$ cat config.mk
export PLATFORM = sky130hd
export DESIGN_NAME = fifo_rr_arbiter
export DESIGN_NICKNAME = d
export VERILOG_FILES = /design/src/rtl/fifo_rr_arbiter.sv
export SDC_FILE = /design/constraint.sdc
export NUM_CORES = 1
export LEC_CHECK = 0
export CAP_MARGIN = 10
export CORE_AREA = 5 5 177 179
export DETAILED_ROUTE_END_ITERATION = 7
export DIE_AREA = 0 0 182 184
export PLACE_DENSITY = 0.6
export SYNTH_ARGS = -nofsm -noshare
export SYNTH_HDL_FRONTEND = slang
export SYNTH_SLANG_ARGS = --single-unit
$ cat constraint.sdc
create_clock -name clk -period 2.5 [get_ports clk]
set_input_delay 0.5 -clock clk [delete_from_list [all_inputs] [get_ports clk]]
set_output_delay 0.5 -clock clk [all_outputs]
set_load 0.02 [all_outputs]
$ cat src/rtl/fifo_rr_arbiter.sv
// Round-robin arbiter sharing one FIFO read port among NUM_REQ consumers; bursts of up to BURST_LEN pops per grant.
// Latency: grant one cycle after request, first pop the cycle after, popped word registered to consumer one cycle later.
// Backpressure: consumer req drop or FIFO empty stops popping at once; release next edge. Optional FIFO_ARB_STATS_EN adds pop counters.
module fifo_rr_arbiter #(
   parameter int NUM_REQ   = 4,
   parameter int DATAWIDTH = 192,
   parameter int BURST_LEN = 4,
   parameter int CNT_WIDTH = 3
) (
   input  logic                   clk,
   input  logic                   rst_n,
   input  logic [NUM_REQ-1:0]     req,
   output logic [NUM_REQ-1:0]     grant,
   output logic                   fifo_request,
   input  logic [DATAWIDTH-1:0]   fifo_dout,
   input  logic                   fifo_out_valid,
   input  logic                   fifo_empty,
   input  logic [CNT_WIDTH-1:0]   fifo_count,
   output logic [DATAWIDTH-1:0]   cons_data,
   output logic [NUM_REQ-1:0]     cons_valid,
   output logic [16*NUM_REQ-1:0]  stat_pops
);

   localparam int PW = (NUM_REQ > 1) ? $clog2(NUM_REQ) : 1;

   typedef enum logic {IDLE, GRANT} state_t;

   state_t              state, state_nxt;
   logic [PW-1:0]       rr_ptr, rr_ptr_nxt;
   logic [PW-1:0]       gidx, gidx_nxt, gidx_inc;
   logic [PW-1:0]       sel_idx;
   logic                sel_found;
   logic [3:0]          burst_cnt, burst_nxt;
   logic [NUM_REQ-1:0]  grant_nxt;
   logic [NUM_REQ-1:0]  cons_valid_nxt;
   logic                pop;
   logic                last_beat;
   logic                release_g;

   function automatic logic [PW-1:0] rot_idx(input logic [PW-1:0] base, input int k);
      return PW'((int'(base) + k) % NUM_REQ);
   endfunction

   // Descending scan so the lowest offset from rr_ptr wins.
   always_comb begin
      sel_found = 1'b0;
      sel_idx   = rr_ptr;
      for (int k = NUM_REQ-1; k >= 0; k--) begin
         if (req[rot_idx(rr_ptr, k)]) begin
            sel_found = 1'b1;
            sel_idx   = rot_idx(rr_ptr, k);
         end
      end
   end

   assign fifo_request = (state == GRANT) && req[gidx];
   assign pop          = (state == GRANT) && fifo_out_valid;
   assign last_beat    = pop && (burst_cnt == 4'(BURST_LEN-1));
   assign release_g    = (state == GRANT) && (!req[gidx] || last_beat || (fifo_empty && !pop));
   assign gidx_inc     = (gidx == PW'(NUM_REQ-1)) ? '0 : gidx + PW'(1);

   always_comb begin
      state_nxt      = state;
      gidx_nxt       = gidx;
      rr_ptr_nxt     = rr_ptr;
      burst_nxt      = burst_cnt;
      grant_nxt      = grant;
      cons_valid_nxt = '0;
      case (state)
         IDLE: begin
            grant_nxt = '0;
            if ((|req) && !fifo_empty && sel_found) begin
               state_nxt          = GRANT;
               gidx_nxt           = sel_idx;
               grant_nxt[sel_idx] = 1'b1;
               burst_nxt          = '0;
            end
         end
         GRANT: begin
            if (pop) begin
               burst_nxt            = burst_cnt + 4'd1;
               cons_valid_nxt[gidx] = 1'b1;
            end
            if (release_g) begin
               state_nxt  = IDLE;
               grant_nxt  = '0;
               rr_ptr_nxt = gidx_inc;
            end
         end
         default: begin
            state_nxt = IDLE;
            grant_nxt = '0;
         end
      endcase
   end

   always_ff @(posedge clk or negedge rst_n) begin
      if (!rst_n) begin
         state      <= IDLE;
         rr_ptr     <= '0;
         gidx       <= '0;
         burst_cnt  <= '0;
         grant      <= '0;
         cons_valid <= '0;
         cons_data  <= '0;
      end else begin
         state      <= state_nxt;
         rr_ptr     <= rr_ptr_nxt;
         gidx       <= gidx_nxt;
         burst_cnt  <= burst_nxt;
         grant      <= grant_nxt;
         cons_valid <= cons_valid_nxt;
         if (pop) begin
            cons_data <= fifo_dout;
         end
      end
   end

`ifdef FIFO_ARB_STATS_EN
   logic [15:0] pop_cnt [NUM_REQ];

   always_ff @(posedge clk or negedge rst_n) begin
      if (!rst_n) begin
         for (int i = 0; i < NUM_REQ; i++) begin
            pop_cnt[i] <= '0;
         end
      end else begin
         for (int i = 0; i < NUM_REQ; i++) begin
            if (pop && (gidx == PW'(i)) && (pop_cnt[i] != 16'hFFFF)) begin
               pop_cnt[i] <= pop_cnt[i] + 16'd1;
            end
         end
      end
   end

   for (genvar g = 0; g < NUM_REQ; g++) begin : g_stat
      assign stat_pops[16*g +: 16] = pop_cnt[g];
   end

   // The FIFO must never present a word while it reports zero occupancy.
   a_no_pop_when_zero : assert property (@(posedge clk) disable iff (!rst_n)
      $rose(fifo_out_valid) |-> (fifo_count != '0));
`else
   logic unused_fifo_count;
   assign unused_fifo_count = ^fifo_count;
   assign stat_pops         = '0;
`endif

endmodule

==> results.sh <==
export IMPL_status="complete, no violations"
export IMPL_final_nets=1573
export IMPL_ys_top_cells_by_area="dfrtp_1 61%, nand2_1 26%, buf_4 5.7%, buf_2 1.2%, clkbuf_1 0.84%"
export IMPL_avgSynthCellArea_um2=8.86
export IMPL_place_area_mm2=0.0129
export IMPL_start_util_pct=29.0
export IMPL_cp_end_kind="output port"
export IMPL_dieWidth_um=182
export IMPL_r2r_end="rr_ptr[0]$_DFFE_PN0P_"
export IMPL_cap_violations=0
export IMPL_powerDensity_mw_per_mm2=1280
export IMPL_die_h_um=184
export IMPL_syn_inst=963
export IMPL_max_slew_worst_pin_slew_ns=0.612
export IMPL_gr_total_overflow=0
export IMPL_reg2reg_depth=5
export IMPL_synthArstFlopShare_pct=100
export IMPL_p_leak_nw=6.71
export IMPL_clock_latency_ns=0.51
export IMPL_num_rows=63
export IMPL_ir_drop_v=0.000584
export IMPL_hpwl_um=20300
export IMPL_final_setup_viol_count=0
export IMPL_sw_frac_of_total_pct=38.2
export IMPL_diodes=0
export IMPL_ys_warn_count=0
export IMPL_period_needed_ns=2.46
export IMPL_arrival_ns=1.96
export IMPL_n_fill_cell=2826
export IMPL_synth_cell_type_count=35
export IMPL_finalWirelength_um=27600
export IMPL_port_buffers=400
export IMPL_clock_fmax_ghz=0.406
export IMPL_ys_seq_area_share_pct=61.3
export IMPL_cts_tree="built"
export IMPL_p_seq_share_pct=33.8
export IMPL_yosys_area_top_type="dfrtp_1"
export IMPL_numCtsBuffers=25
export IMPL_grt_usage_pct=15.5
export IMPL_synthFlopType="dfrtp_1"
export IMPL_drt_iter0_drc=333
export IMPL_antenna_found_initial=0
export IMPL_r2r_start="gidx[1]$_DFFE_PN0P_"
export IMPL_clkSlewWorstSetupHoldPaths_ns=0.06
export IMPL_power_total_w=0.0174
export IMPL_timing_final_ws_setup_ns=0.0389
export IMPL_dr_pass1_iters=4
export IMPL_grt_max_degree=117
export IMPL_worstSetupStartpointType="primary input"
export IMPL_skew_ns=0.00592
export IMPL_synth_edf_count=0
export IMPL_worstPathRequired_ns=2.00
export IMPL_seq_area_mm2=0.00523
export IMPL_vias=7284
export IMPL_core_mm2=0.0294
export IMPL_finalInstanceArea_mm2=0.0136
export IMPL_crit_type="primary input to output port"
export IMPL_area_growth_synth_to_final_pct=59.7
export IMPL_p_int_w=0.0108
export IMPL_ios=468
export IMPL_clk_path_buf_depth=3
export IMPL_syn_area_mm2=0.00853
export IMPL_setup_tns_ns=0
export IMPL_antenna_left=0
export IMPL_multi_input_area_mm2=0.00282
export IMPL_h_tree_depth=1
export IMPL_slew_violations=0
export IMPL_p_switching_w=0.00666
export IMPL_clock_power_share_pct=19.6
export IMPL_drc=0
export IMPL_post_drt_via_cell_ratio=4.12
export IMPL_yosys_area_top_type_share_pct=61.3
export IMPL_p_comb_share_pct=46.6
export IMPL_synth_seq_cells=209
export IMPL_relSlewSlack_pct=59.2
export IMPL_clock_sinks=209
export IMPL_drive_gt1_share_pct=4.79
export IMPL_place_congestion=0.830
export IMPL_timing_final_crit_share_pct=98.4
export IMPL_grt_pass1_wl_um=42100
export IMPL_grt_pass1_vias=7379
export IMPL_die_area_mm2=0.0335
export IMPL_hold_class="primary input to async pin"
export IMPL_rsz0062_at_grt="false"
export IMPL_cts_root_buf="clkbuf_16"
export IMPL_wire_per_inst_um=15.6
export IMPL_path_max_fanout=2
export IMPL_cp_startpoint="req[1]"
export IMPL_pre_cts_ws_ns=-0.192
export IMPL_regToRegSetupSlack_ns=0.89
export IMPL_hold_viol=0
-- routing by layer --
layer / share of wire (%) / vias to the layer above / global-route usage [%] / wire (um)
li1: - / 3604 / - / -
met3: 6.8 / 34 / 3.44 / 1870
met5: 0 / - / 0 / 0
met1: 40 / 3409 / 19.1 / 11100
met4: 1.9 / 0 / 3.87 / 524
met2: 51 / 237 / 27.8 / 14100
-- power groups by stage --
stage	Clock, W	Sequential [W]	Combinational [W]
after global placement	0	0.00587	0.00818
final	0.00342	0.00588	0.00812
after detailed placement	0	0.00593	0.00824
after global routing	0.00369	0.00610	0.00872
after CTS	0.00353	0.00590	0.00828
after floorplan	0	0.00780	0.00196
-- worst max-delay path by stage --
stage                         endpoint  slack, ns  depth (start not counted)
after floorplan           fifo_request       0.68                          3
after global placement    fifo_request      -0.18                          4
after detailed placement  fifo_request      -0.19                          4
after CTS                 fifo_request       0.03                          4
after global routing      fifo_request     0.0003                          4
final                     fifo_request       0.04                          4
-- registers in the layout (all words and copies together), names as in the netlist --
| signal | cells |
|---|---|
| burst_cnt | 4 |
| cons_data | 192 |
| cons_valid | 4 |
| gidx | 2 |
| grant | 4 |
| rr_ptr | 2 |
| state | 1 |
-- final cells by class --
class | instances | area share [%]
clock buffers | 34 | 5.21
clock inverters | 6 | 0.404
inverters | 9 | 0.248
multi-input cells | 698 | 20.7
flip-flops and latches | 209 | 38.4
well taps | 390 | 3.58
repair buffers | 422 | 31.4
-- cell usage in the layout, fill, tap and decap left out, types with 4 or more instances in the layout --
cell type        instances
dfrtp_1                208
nand2_1                583
ha_1                     5
inv_1                    8
o21ai_0                  5
clkdlybuf4s50_1        398
buf_12                   9
clkbuf_1                 4
buf_4                   13
clkbuf_16               25
conb_1                  64
nor2_1                   5
clkinv_2                 5
clkbuf_8                 6
and3_1                   4
-- worst max-delay path: stages --
cell and delay [ns]:
clkdlybuf4s50_1 0.45, mux4_2 0.49, and2_1 0.19, dlygate4sd2_1 0.32
-- through the flow --
stage / util [%] / hold WS [ns] / instances
2_1_floorplan: - / 0.204 / 1026
3_3_place_gp: 43.7 / 0.456 / 1727
3_5_place_dp: 43.7 / 0.461 / 1727
4_1_cts: 46.3 / 0.0136 / 1768
5_1_grt: 46.3 / 0.0275 / 1768
6_report: 46.3 / 0.00390 / 1768
-- cell usage after synthesis (all sizes together), types with 2 or more instances --
cell type	instances
dfrtp	209
o22ai	3
o21ai	6
inv	9
a21oi	2
a2bb2oi	2
o32ai	2
nor2b	3
ha	5
nor2	5
buf	91
nand2	584
o2bb2ai	2
and3	4
clkbuf	19
and2	2
mux2	2
-- cells by family (layout without fill, tap and decap cells) --
logic type | count (synthesis) | count (layout) | synth area share [%]
buffers and inverters | 119 | 471 | 8.48
AOI/OAI and AO/OA | 20 | 20 | 1.66
xor gates and xnor gates | 1 | 1 | 0.103
other | 1 | 64 | 0.0440
and+or+nand+nor | 605 | 605 | 27.1
adders and majority gates | 5 | 5 | 0.734
DFF | 209 | 209 | 61.3
muxes | 3 | 3 | 0.528
-- repair_timing --
item	in CTS	in global routing
gates resized for setup	2	0
buffers inserted	1	0
setup endpoints to repair	1	0
hold buffers	0	0
Power figures use the tool's default switching activity.
